--- src/rtl/alu_sequencer.sv ---
// Moore FSM that sequences operand fetch (immediate or data memory), ALU execute and result report.
// Latency 4 cycles (two immediates) + 1 per memory operand; illegal opcode reports in 1 cycle.
module alu_sequencer #(
    parameter int ADDR_W = 8
) (
    input  logic              clk,
    input  logic              reset_alu_datapath,
    input  logic              req_valid,
    output logic              req_ready,
    input  logic [3:0]        req_opcode,
    input  logic              req_src_a,
    input  logic              req_src_b,
    input  logic [ADDR_W-1:0] req_addr_a,
    input  logic [ADDR_W-1:0] req_addr_b,
    input  logic [7:0]        req_imm_a,
    input  logic [7:0]        req_imm_b,
    output logic [ADDR_W-1:0] dmem_addr,
    output logic              dmem_rd,
    output logic [7:0]        imm_out,
    output logic [1:0]        cu_A,
    output logic [1:0]        cu_B,
    output logic [3:0]        opcode,
    output logic              RER,
    output logic              done,
    output logic              err_illegal,
    output logic              busy,
    output logic [7:0]        op_count
);
    localparam logic [3:0] OP_ADD = 4'd0;
    localparam logic [3:0] OP_SUB = 4'd1;
    localparam logic [3:0] OP_AND = 4'd2;
    localparam logic [3:0] OP_OR  = 4'd3;
    localparam logic [3:0] OP_XOR = 4'd4;

    typedef enum logic [2:0] {
        IDLE, LOAD_A, WAIT_A, LOAD_B, WAIT_B, EXEC, DONE
    } state_t;

    state_t              state_q;
    logic [3:0]          opc_q;
    logic                src_a_q, src_b_q;
    logic [ADDR_W-1:0]   addr_a_q, addr_b_q;
    logic [7:0]          imm_a_q, imm_b_q;
    logic                err_q;
    logic [7:0]          cnt_q;
    logic                legal;

    always_comb begin
        legal = 1'b0;
        case (req_opcode)
            OP_ADD, OP_SUB, OP_AND, OP_OR, OP_XOR: legal = 1'b1;
            default:                               legal = 1'b0;
        endcase
    end

    always_ff @(posedge clk or posedge reset_alu_datapath) begin
        if (reset_alu_datapath) begin
            state_q  <= IDLE;
            opc_q    <= '0;
            src_a_q  <= 1'b0;
            src_b_q  <= 1'b0;
            addr_a_q <= '0;
            addr_b_q <= '0;
            imm_a_q  <= '0;
            imm_b_q  <= '0;
            err_q    <= 1'b0;
            cnt_q    <= '0;
        end else begin
            case (state_q)
                IDLE: begin
                    if (req_valid) begin
                        opc_q    <= req_opcode;
                        src_a_q  <= req_src_a;
                        src_b_q  <= req_src_b;
                        addr_a_q <= req_addr_a;
                        addr_b_q <= req_addr_b;
                        imm_a_q  <= req_imm_a;
                        imm_b_q  <= req_imm_b;
                        err_q    <= ~legal;
                        state_q  <= legal ? LOAD_A : DONE;
                    end
                end
                LOAD_A:  state_q <= src_a_q ? LOAD_B : WAIT_A;
                WAIT_A:  state_q <= LOAD_B;
                LOAD_B:  state_q <= src_b_q ? EXEC : WAIT_B;
                WAIT_B:  state_q <= EXEC;
                EXEC:    state_q <= DONE;
                DONE: begin
                    cnt_q   <= cnt_q + 8'd1;
                    state_q <= IDLE;
                end
                default: state_q <= IDLE;
            endcase
        end
    end

    // Outputs decode purely from state and captured fields, so reset forces them to idle values.
    always_comb begin
        dmem_addr   = '0;
        dmem_rd     = 1'b0;
        imm_out     = 8'h00;
        cu_A        = 2'b00;
        cu_B        = 2'b00;
        RER         = 1'b0;
        done        = 1'b0;
        err_illegal = 1'b0;
        case (state_q)
            LOAD_A: begin
                if (src_a_q) begin
                    cu_A    = 2'b11;
                    imm_out = imm_a_q;
                end else begin
                    dmem_addr = addr_a_q;
                    dmem_rd   = 1'b1;
                end
            end
            WAIT_A: cu_A = 2'b10;
            LOAD_B: begin
                if (src_b_q) begin
                    cu_B    = 2'b11;
                    imm_out = imm_b_q;
                end else begin
                    dmem_addr = addr_b_q;
                    dmem_rd   = 1'b1;
                end
            end
            WAIT_B: cu_B = 2'b10;
            EXEC:   RER  = 1'b1;
            DONE: begin
                done        = 1'b1;
                err_illegal = err_q;
            end
            default: ;
        endcase
    end

    assign req_ready = (state_q == IDLE);
    assign busy      = (state_q != IDLE);
    assign opcode    = opc_q;
    assign op_count  = cnt_q;
endmodule

--- config.mk ---
export PLATFORM = sky130hd
export DESIGN_NAME = alu_sequencer
export DESIGN_NICKNAME = d
export VERILOG_FILES = /design/src/rtl/alu_sequencer.sv
export SDC_FILE = /design/constraint.sdc
export NUM_CORES = 1
export LEC_CHECK = 0
export CAP_MARGIN = 20
export CELL_PAD_IN_SITES_DETAIL_PLACEMENT = 1
export CELL_PAD_IN_SITES_GLOBAL_PLACEMENT = 2
export CORE_UTILIZATION = 32
export CTS_CLUSTER_SIZE = 40
export DETAILED_ROUTE_END_ITERATION = 6
export HOLD_SLACK_MARGIN = 0.15
export PLACE_DENSITY = 0.95
export REMOVE_ABC_BUFFERS = 1
export SYNTH_ARGS = -nofsm -noshare
export SYNTH_HDL_FRONTEND = slang
export SYNTH_SLANG_ARGS = --single-unit
--- constraint.sdc ---
create_clock -name clk -period 4.35 [get_ports clk]
set_clock_uncertainty 0.05 [all_clocks]
set_input_delay 1.305 -clock clk [delete_from_list [all_inputs] [get_ports clk]]
set_output_delay 1.305 -clock clk [all_outputs]
set_load 0.01 [all_outputs]
### Yosys cells after proc, flatten, opt, wreduce, memory -nomap -nowiden

Cells that the tools add are included.
Widths: inputs -> output; s select.

| storage, ports and cells | value |
|---|---|
| bits in writable memories | 0 |
| latch bits | 0 |
| memories | 0 |
| word-level logic and storage cells | 50 |
| ROM bits | 0 |
| register bits | 50 |

| cells by class | value |
|---|---|
| reductions and logical operators | 5 |
| mux-type cells | 22 |
| multipliers | 0 |
| bitwise gates (word level) | 1 |
| eq/ne operators | 11 |
| $add $sub $neg | 1 |
| div/mod/pow operators | 0 |
| order comparisons | 0 |
| shift-type cells | 0 |

Operators with widths:

| cell | number |
|---|---|
| $mux 8 | 4 |
| $pmux 8 s2 | 2 |
| $pmux 3 s6 | 1 |
| $eq 3x3->1 const B | 3 |
| $add 8x1->8 const B | 1 |
| $eq 4x2->1 const B | 2 |
| $mux 1 | 8 |
| $pmux 2 s2 | 2 |
| $eq 3x2->1 const B | 2 |
| $mux 3 | 2 |
| $reduce_or 5->1 | 1 |
| $eq 4x1->1 const B | 1 |
| $eq 4x3->1 const B | 1 |
| $logic_not 4->1 | 1 |
| $mux 2 | 2 |
| $eq 3x1->1 const B | 1 |
| $logic_not 3->1 | 1 |
| $reduce_bool 3->1 | 1 |
| $ne 2x2->1 const B | 1 |
| $pmux 1 s2 | 1 |
| $reduce_and 2->1 | 1 |
| $not 1->1 | 1 |

### Longest topological paths before layout

Gate-level depths: netlist of the first run.

| depth | value |
|---|---|
| word-level depth | 6 |
| gate-level depth with buffers | 5 |

### Worst setup path before layout of the first run

OpenSTA, ideal clock, no wires.

| timing | value |
|---|---|
| kind | reg-to-output |
| from | reg state_q[1] |
| to | out imm_out[0] |
| cell stages (with the launch flop) | 4 |
| arrival time | 1320 ps |
| path slack | 1675 ps |
| data required time | 2995 ps |
| path buffers | 1 |
| path through | dfrtp_1 > buf_4 > nor4b_4 > a22o_1 |

| between the ends | value |
|---|---|
| cells in the longest elaborated chain, start to end | 2 |
| elaborated cells on any way between the ends | 3 |

RTL lines:

| what | RTL line | text |
|---|---|---|
| from (decl) | 39 | `state_t state_q;` |
| from (signal assigned) | 80 | `state_q <= legal ? LOAD_A : DONE;` |
| from (signal assigned) | 83 | `LOAD_A: state_q <= src_a_q ? LOAD_B : WAIT_A;` |
| from (signal assigned) | 85 | `LOAD_B: state_q <= src_b_q ? EXEC : WAIT_B;` |
| $eq 3x2->1 or $eq 3x1->1 (tied branches) | 107 | `case (state_q)` |
| $pmux 8 s2 * | 107 |  |
| to (decl) | 19 | `output logic [7:0] imm_out,` |

Mark *: on every way between the ends. The rest lies on a longest branch, timed or not.

### Final worst setup path of the first run

| timing | value |
|---|---|
| from | reg state_q[1] |
| to | out cu_B[1] |

| between the ends | value |
|---|---|
| cells in the longest elaborated chain, start to end | 2 |
| elaborated cells on any way between the ends | 3 |

RTL lines:

| what | RTL line | text |
|---|---|---|
| $eq 3x3->1 or $eq 3x2->1 (tied branches) | 107 |  |
| $pmux 2 s2 * | 107 |  |
| to (decl) | 21 | `output logic [1:0] cu_B,` |

Marked as above.

==> results of run 1 <==
-- power by group through the flow --
stage / Sequential (W) / Combinational [W] / Clock [W]
floorplan: 0.000861 / 0.000475 / 0
global placement: 0.000883 / 0.000809 / 0
detailed placement: 0.000895 / 0.000838 / 0
CTS: 0.000887 / 0.000840 / 0.000282
global route: 0.000923 / 0.000903 / 0.000299
finish: 0.000884 / 0.000828 / 0.000273
-- cell type report --
type	count	area (um^2)
sequential	50	1250
clock inverter	3	21.3
timing repair buffer	81	816
fill	749	3650
multi-input combinational	105	958
clock buffer	5	68.8
inverter	5	18.8
tap	96	120
-- metrics by stage --
stage,setup WS (ns),total power (W),hold WS (ns)
after floorplan,1.13,0.00134,0.409
after global placement,0.967,0.00169,0.406
after detailed placement,0.946,0.00173,0.407
after CTS,0.583,0.00201,0.423
after global routing,0.456,0.00213,0.446
final,0.582,0.00199,0.415
-- synthesized netlist by cell type, types with 2 or more instances --
cell / instances
nor3_1: 4
nand4_1: 3
mux2_1: 3
o21ai_0: 3
nand2_1: 6
xor2_1: 3
nand2b_1: 2
a21oi_1: 3
dfrtp_1: 50
nor2_1: 5
a22o_1: 16
inv_1: 4
mux2_2: 35
buf_6: 7
nor4b_4: 2
xnor2_1: 4
-- cell usage in the layout, fill, tap and decap left out, drive strengths merged --
| cell | n |
|---|---|
| a21oi | 3 |
| a22o | 16 |
| a2bb2oi | 1 |
| and2 | 1 |
| and3 | 1 |
| and4b | 1 |
| buf | 3 |
| clkbuf | 5 |
| clkdlybuf4s50 | 78 |
| clkinv | 2 |
| clkinvlp | 1 |
| dfrtp | 50 |
| ha | 1 |
| inv | 5 |
| mux2 | 38 |
| nand2 | 6 |
| nand2b | 2 |
| nand3 | 1 |
| nand3b | 2 |
| nand4 | 3 |
| nor2 | 5 |
| nor3 | 5 |
| nor3b | 1 |
| nor4 | 1 |
| nor4b | 2 |
| o211ai | 1 |
| o21a | 1 |
| o21ai | 3 |
| o21bai | 1 |
| o31a | 1 |
| or2 | 1 |
| xnor2 | 4 |
| xor2 | 3 |
-- cell families after synthesis --
family | count (synthesis) | synth area share, %
mux | 38 | 18.5
compound gates | 27 | 9.08
fa+ha+maj | 1 | 0.540
xor+xnor | 7 | 2.65
flops | 50 | 54.1
simple gates | 32 | 10.6
buf+inv | 13 | 4.54
-- sequential cells by signal (all words and copies together), names as in the netlist --
signal	count
state_q	3
op_count	8
addr_b_q	8
opcode	4
imm_b_q	8
src_a_q	1
imm_a_q	8
src_b_q	1
err_q	1
addr_a_q	8
-- routing by layer --
metal | GRT usage, % | vias up | share of wire [%]
met2 | 24.6 | 44 | 49
li1 | - | 768 | -
met1 | 20.0 | 817 | 45
met4 | 4.55 | 0 | 0.89
met5 | 0 | - | 0
met3 | 3.13 | 5 | 4.6
-- worst min path at each step --
| stage | start | end | slack (ns) | cells after the start |
|---|---|---|---|---|
| after detailed placement | op_count[7]$_DFFE_PP0P_ | op_count[7]$_DFFE_PP0P_ | 0.41 | 1 |
| after CTS | op_count[7]$_DFFE_PP0P_ | op_count[7]$_DFFE_PP0P_ | 0.42 | 1 |
| final | op_count[7]$_DFFE_PP0P_ | op_count[7]$_DFFE_PP0P_ | 0.42 | 1 |
| after global placement | op_count[7]$_DFFE_PP0P_ | op_count[7]$_DFFE_PP0P_ | 0.41 | 1 |
| after global routing | op_count[7]$_DFFE_PP0P_ | op_count[7]$_DFFE_PP0P_ | 0.45 | 1 |
| after floorplan | addr_b_q[6]$_DFFE_PP0P_ | addr_b_q[6]$_DFFE_PP0P_ | 0.41 | 1 |
-- critical path: stages (launching register included) --
cell and delay [ns]:
dfrtp_1 0.73, and4b_1 0.54, o21bai_1 0.24, clkdlybuf4s50_1 0.59
==> out/metrics.yaml, run 1 <==
status: "finished, final reports clean"
antennaDiodeCount: 0
cts_resized: 0
critPathRequiredTime_ns: 2.99
dieArea_mm2: 0.00758
combPwrFrac_pct: 41.7
synth_cells: 168
vias: 1634
fmax_mhz: 265
cts_max_level: 2
hp-class: "reg -> reg"
viasPerCell: 4.74
cp-start-kind: "register"
power.internal_w: 0.00131
drt_wl_total_mm: 5.28
worstReg2RegEnd: "imm_b_q[6]$_DFFE_PP0P_"
initial_core_util_pct: 33.5
power_density_mw_per_mm2: 610
grt_max_degree: 51
cts_buffers: 5
synth_area_per_cell_um2: 13.8
synth_cell_types: 34
final_area_mm2: 0.00325
rrSetupSlack_ns: 2.43
final_util_pct: 47.1
peakVddDrop_mv: 0.239
setup_violations: 0
ios: 79
yosys-top-cells-area: "dfrtp_1 (54%), mux2_2 (17%), a22o_1 (6.1%)"
p_sw_share_pct: 34.2
seq_area_frac_synth_pct: 54.1
cts_hold_buffers: 0
cp-startpoint: "state_q[1]$_DFFE_PP0P_"
setup_tns_ns: 0
cp.arrival_ns: 2.41
synth_warnings: 0
cts_sinks: 50
period_share_pct: 86.6
yosys.area.top_type: "dfrtp_1"
grt_use_total_pct: 15.0
criticalPathCategory: "reg -> out"
clock_latency_ns: 0.30
maxCapViolCount: 0
die_h_um: 87.1
cp-endpoint: "cu_B[1]"
switching_power_w: 0.000680
cts_tree: "yes"
place.gp.congestion: 0.755
numPortBuffers: 78
rows: 30
wl_per_cell_um: 15.3
finalNetCount: 290
antenna_found_initial: 0
coreArea_mm2: 0.00691
seqPwrFrac_pct: 44.5
drtIter0Drc: 71
synth_async_sr_flop_share_pct: 100
cts_post_setup_buffers_inserted: 0
final_cell_count_no_fill: 345
firstDrtPassIters: 3
route.detailed.drc: 0
reg2regPathDepth: 3
final.min_clock_period_ns: 3.77
clockBufferDepth: 2
timing.rr.start: "state_q[2]$_DFFE_PP0P_"
relSlewSlack_pct: 57.7
max_slew.worst_pin.slew_ns: 0.634
die_x_um: 87.1
grt_pass1_vias: 1744
postPlaceCellArea_mm2: 0.00314
yosys.area.top_type_share_pct: 54.1
dpl.hpwl_mm: 3.87
antenna_left: 0
grt_remaining_overflow: 0
hold_viol: 0
cts_root_buffer: "clkbuf_8"
slew_viol_final: 0
syn2layout_area_growth_pct: 40.6
dp_cells: 336
power_frac_clock_pct: 13.8
p_leak_nw: 1.33
cp-end-kind: "primary output"
clk_pin_slew_worst_paths_ns: 0.09
cp_max_fo: 13
ys.flop_type: "dfrtp_1"
synth_edf_count: 0
synth_area_mm2: 0.00231
grt_pass1_wl_mm: 8.71
layout-drive-gt1-share_pct: 21.7
rsz0062_at_grt: "false"
ys_seq_elements: 50
Power figures use the tool's default switching activity.
==> run 2, diff against run 1 <==
--- a/config.mk
+++ b/config.mk
@@ -12,7 +12,7 @@
 export CTS_CLUSTER_SIZE = 40
 export DETAILED_ROUTE_END_ITERATION = 6
 export HOLD_SLACK_MARGIN = 0.15
-export PLACE_DENSITY = 0.95
+export PLACE_DENSITY_LB_ADDON = 0.12
 export REMOVE_ABC_BUFFERS = 1
 export SYNTH_ARGS = -nofsm -noshare
 export SYNTH_HDL_FRONTEND = slang
==> out/metrics.yaml, run 2 (synthesized netlist as in run 1, its figures left out) <==
antenna_found_initial: 0  # unchanged
vias: 1608  # was 1634
criticalPathCategory: "reg -> out"  # unchanged
syn2layout_area_growth_pct: 40.6  # about the same
peakVddDrop_mv: 0.204  # was 0.239 mV
period_share_pct: 87.0  # was 86.6%
maxCapViolCount: 0  # unchanged
cts_hold_buffers: 0  # unchanged
viasPerCell: 4.66  # was 4.74
cp_slowest_cell: "dfrtp_1"  # unchanged
critPathRequiredTime_ns: 2.99  # about the same
cts_post_setup_buffers_inserted: 0  # unchanged
cts_tree: "yes"  # unchanged
status: "finished, final reports clean"  # unchanged
max_slew.worst_pin.slew_ns: 0.669  # was 0.634 ns
rsz0062_at_grt: "false"  # unchanged
cp-end-kind: "primary output"  # unchanged
most-common-layout-cells: "clkdlybuf4s50_1 (78), dfrtp_1 (50), mux2_2 (35), a22o_1 (16)"  # was clkdlybuf4s50_1 (78), dfrtp_1 (50), mux2_2 (35), a22o_1 (16), nand2_1 (6)
grt_pass1_wl_mm: 8.43  # was 8.71 mm
cts_buffers: 5  # unchanged
die_h_um: 87.1  # unchanged
place.gp.congestion: 0.711  # was 0.755
slew_viol_final: 0  # unchanged
clockBufferDepth: 2  # unchanged
worstHoldStart: "op_count[7]$_DFFE_PP0P_"  # unchanged
switching_power_w: 0.000657  # was 0.000680 W
grt_max_degree: 37  # was 51
power_frac_clock_pct: 14.1  # was 13.8%
setup_tns_ns: 0  # unchanged
route.detailed.drc: 0  # unchanged
drtIter0Drc: 43  # was 71
cpLargestDelayFamily: "flip-flops"  # unchanged
relSlewSlack_pct: 55.4  # was 57.7%
p_sw_share_pct: 33.2  # was 34.2%
antenna_left: 0  # unchanged
cts_root_buffer: "clkbuf_8"  # unchanged
reg2regPathDepth: 3  # unchanged
rows: 30  # unchanged
worstReg2RegEnd: "addr_b_q[0]$_DFFE_PP0P_"  # was imm_b_q[6]$_DFFE_PP0P_
layout-drive-gt1-share_pct: 21.3  # was 21.7%
drt_wl_total_mm: 5.10  # was 5.28 mm
whs_path_depth: 1  # unchanged
die_x_um: 87.1  # unchanged
power.internal_w: 0.00132  # was 0.00131 W
fillers: 761  # was 749
p_leak_nw: 1.33  # about the same
firstDrtPassIters: 2  # was 3
final.min_clock_period_ns: 3.78  # was 3.77 ns
cp-startpoint: "state_q[1]$_DFFE_PP0P_"  # unchanged
ios: 79  # unchanged
wl_met2_mm: 2.51  # was 2.59 mm
cts_resized: 0  # unchanged
wl_met3_um: 327  # was 241 um
hold_slack_ns: 0.424  # was 0.415 ns
final_common_cell: "clkdlybuf4s50_1"  # unchanged
final_util_pct: 47.1  # about the same
coreArea_mm2: 0.00691  # unchanged
finalNetCount: 290  # unchanged
hold_viol: 0  # unchanged
combPwrFrac_pct: 41.3  # was 41.7%
wl_per_cell_um: 14.8  # was 15.3 um
power_density_mw_per_mm2: 607  # was 610 mW/mm^2
cts_sinks: 50  # unchanged
slowest_delay_ns: 0.74  # was 0.73 ns
grt_remaining_overflow: 0  # unchanged
cp.arrival_ns: 2.43  # was 2.41 ns
critPathBufInv: 1  # unchanged
timing.rr.start: "state_q[2]$_DFFE_PP0P_"  # unchanged
antennaDiodeCount: 0  # unchanged
numPortBuffers: 78  # unchanged
seqPwrFrac_pct: 44.7  # was 44.5%
cp-start-kind: "register"  # unchanged
grt_pass1_vias: 1704  # was 1744
drt-met1-wl_mm: 2.22  # was 2.40 mm
top_layer: "met4"  # unchanged
hp-class: "reg -> reg"  # unchanged
holdPathEnd: "op_count[7]$_DFFE_PP0P_"  # unchanged
clk_pin_slew_worst_paths_ns: 0.09  # about the same
grt_use_total_pct: 14.6  # was 15.0%
cp_max_fo: 13  # unchanged
clock_latency_ns: 0.30  # about the same
path_cells: "nand2_1 -> nor3_4 -> a22o_1 -> clkdlybuf4s50_1"  # was and4b_1 -> o21bai_1 -> clkdlybuf4s50_1
fmax_mhz: 264  # was 265 MHz
dpl.hpwl_mm: 3.69  # was 3.87 mm
rrSetupSlack_ns: 2.39  # was 2.43 ns
dieArea_mm2: 0.00758  # unchanged
setup_violations: 0  # unchanged
cts_max_level: 2  # unchanged
initial_core_util_pct: 33.5  # unchanged
## run 2: how the worst max path moves through the flow
stage	to	slack [ns]	cells after the start
final	dmem_addr[1]	0.57	4
after global routing	dmem_addr[7]	0.41	4
after CTS	dmem_addr[6]	0.54	4
after detailed placement	dmem_addr[6]	0.87	4
after global placement	dmem_addr[1]	0.91	3
after floorplan	addr_a_q[0]$_DFFE_PP0P_	1.13	2
## run 2: final cells by class
type / count / area (um^2) / area share, %
Clock inverter: 1 / 5.00 / 0.154
Timing Repair Buffer: 81 / 816 / 25.1
Clock buffer: 7 / 86.3 / 2.65
Inverter: 5 / 18.8 / 0.576
Tap cell: 96 / 120 / 3.69
Sequential cell: 50 / 1250 / 38.4
Multi-Input combinational cell: 105 / 958 / 29.4
## run 2: metrics by stage
step | instances | total power [W] | worst slack, ns | cell area [um^2]
final | 345 | 0.00198 | 0.566 | 3260
after floorplan | 160 | 0.00134 | 1.13 | 2230
after CTS | 345 | 0.00201 | 0.538 | 3260
after global routing | 345 | 0.00213 | 0.411 | 3260
after detailed placement | 337 | 0.00172 | 0.865 | 3160
after global placement | 336 | 0.00170 | 0.912 | 3140
## run 2: per-layer routing
metal,GRT usage [%],up-vias
met2,25.0,44
met4,3.18,0
met3,4.74,4
met1,17.9,794
li1,-,766
met5,0,-
## run 2: power by group through the flow
stage	Sequential [W]	Clock [W]	Combinational, W
detailed placement	0.000895	0	0.000830
global placement	0.000889	0	0.000814
finish	0.000883	0.000278	0.000816
global route	0.000921	0.000311	0.000895
CTS	0.000885	0.000294	0.000833
floorplan	0.000861	0	0.000475
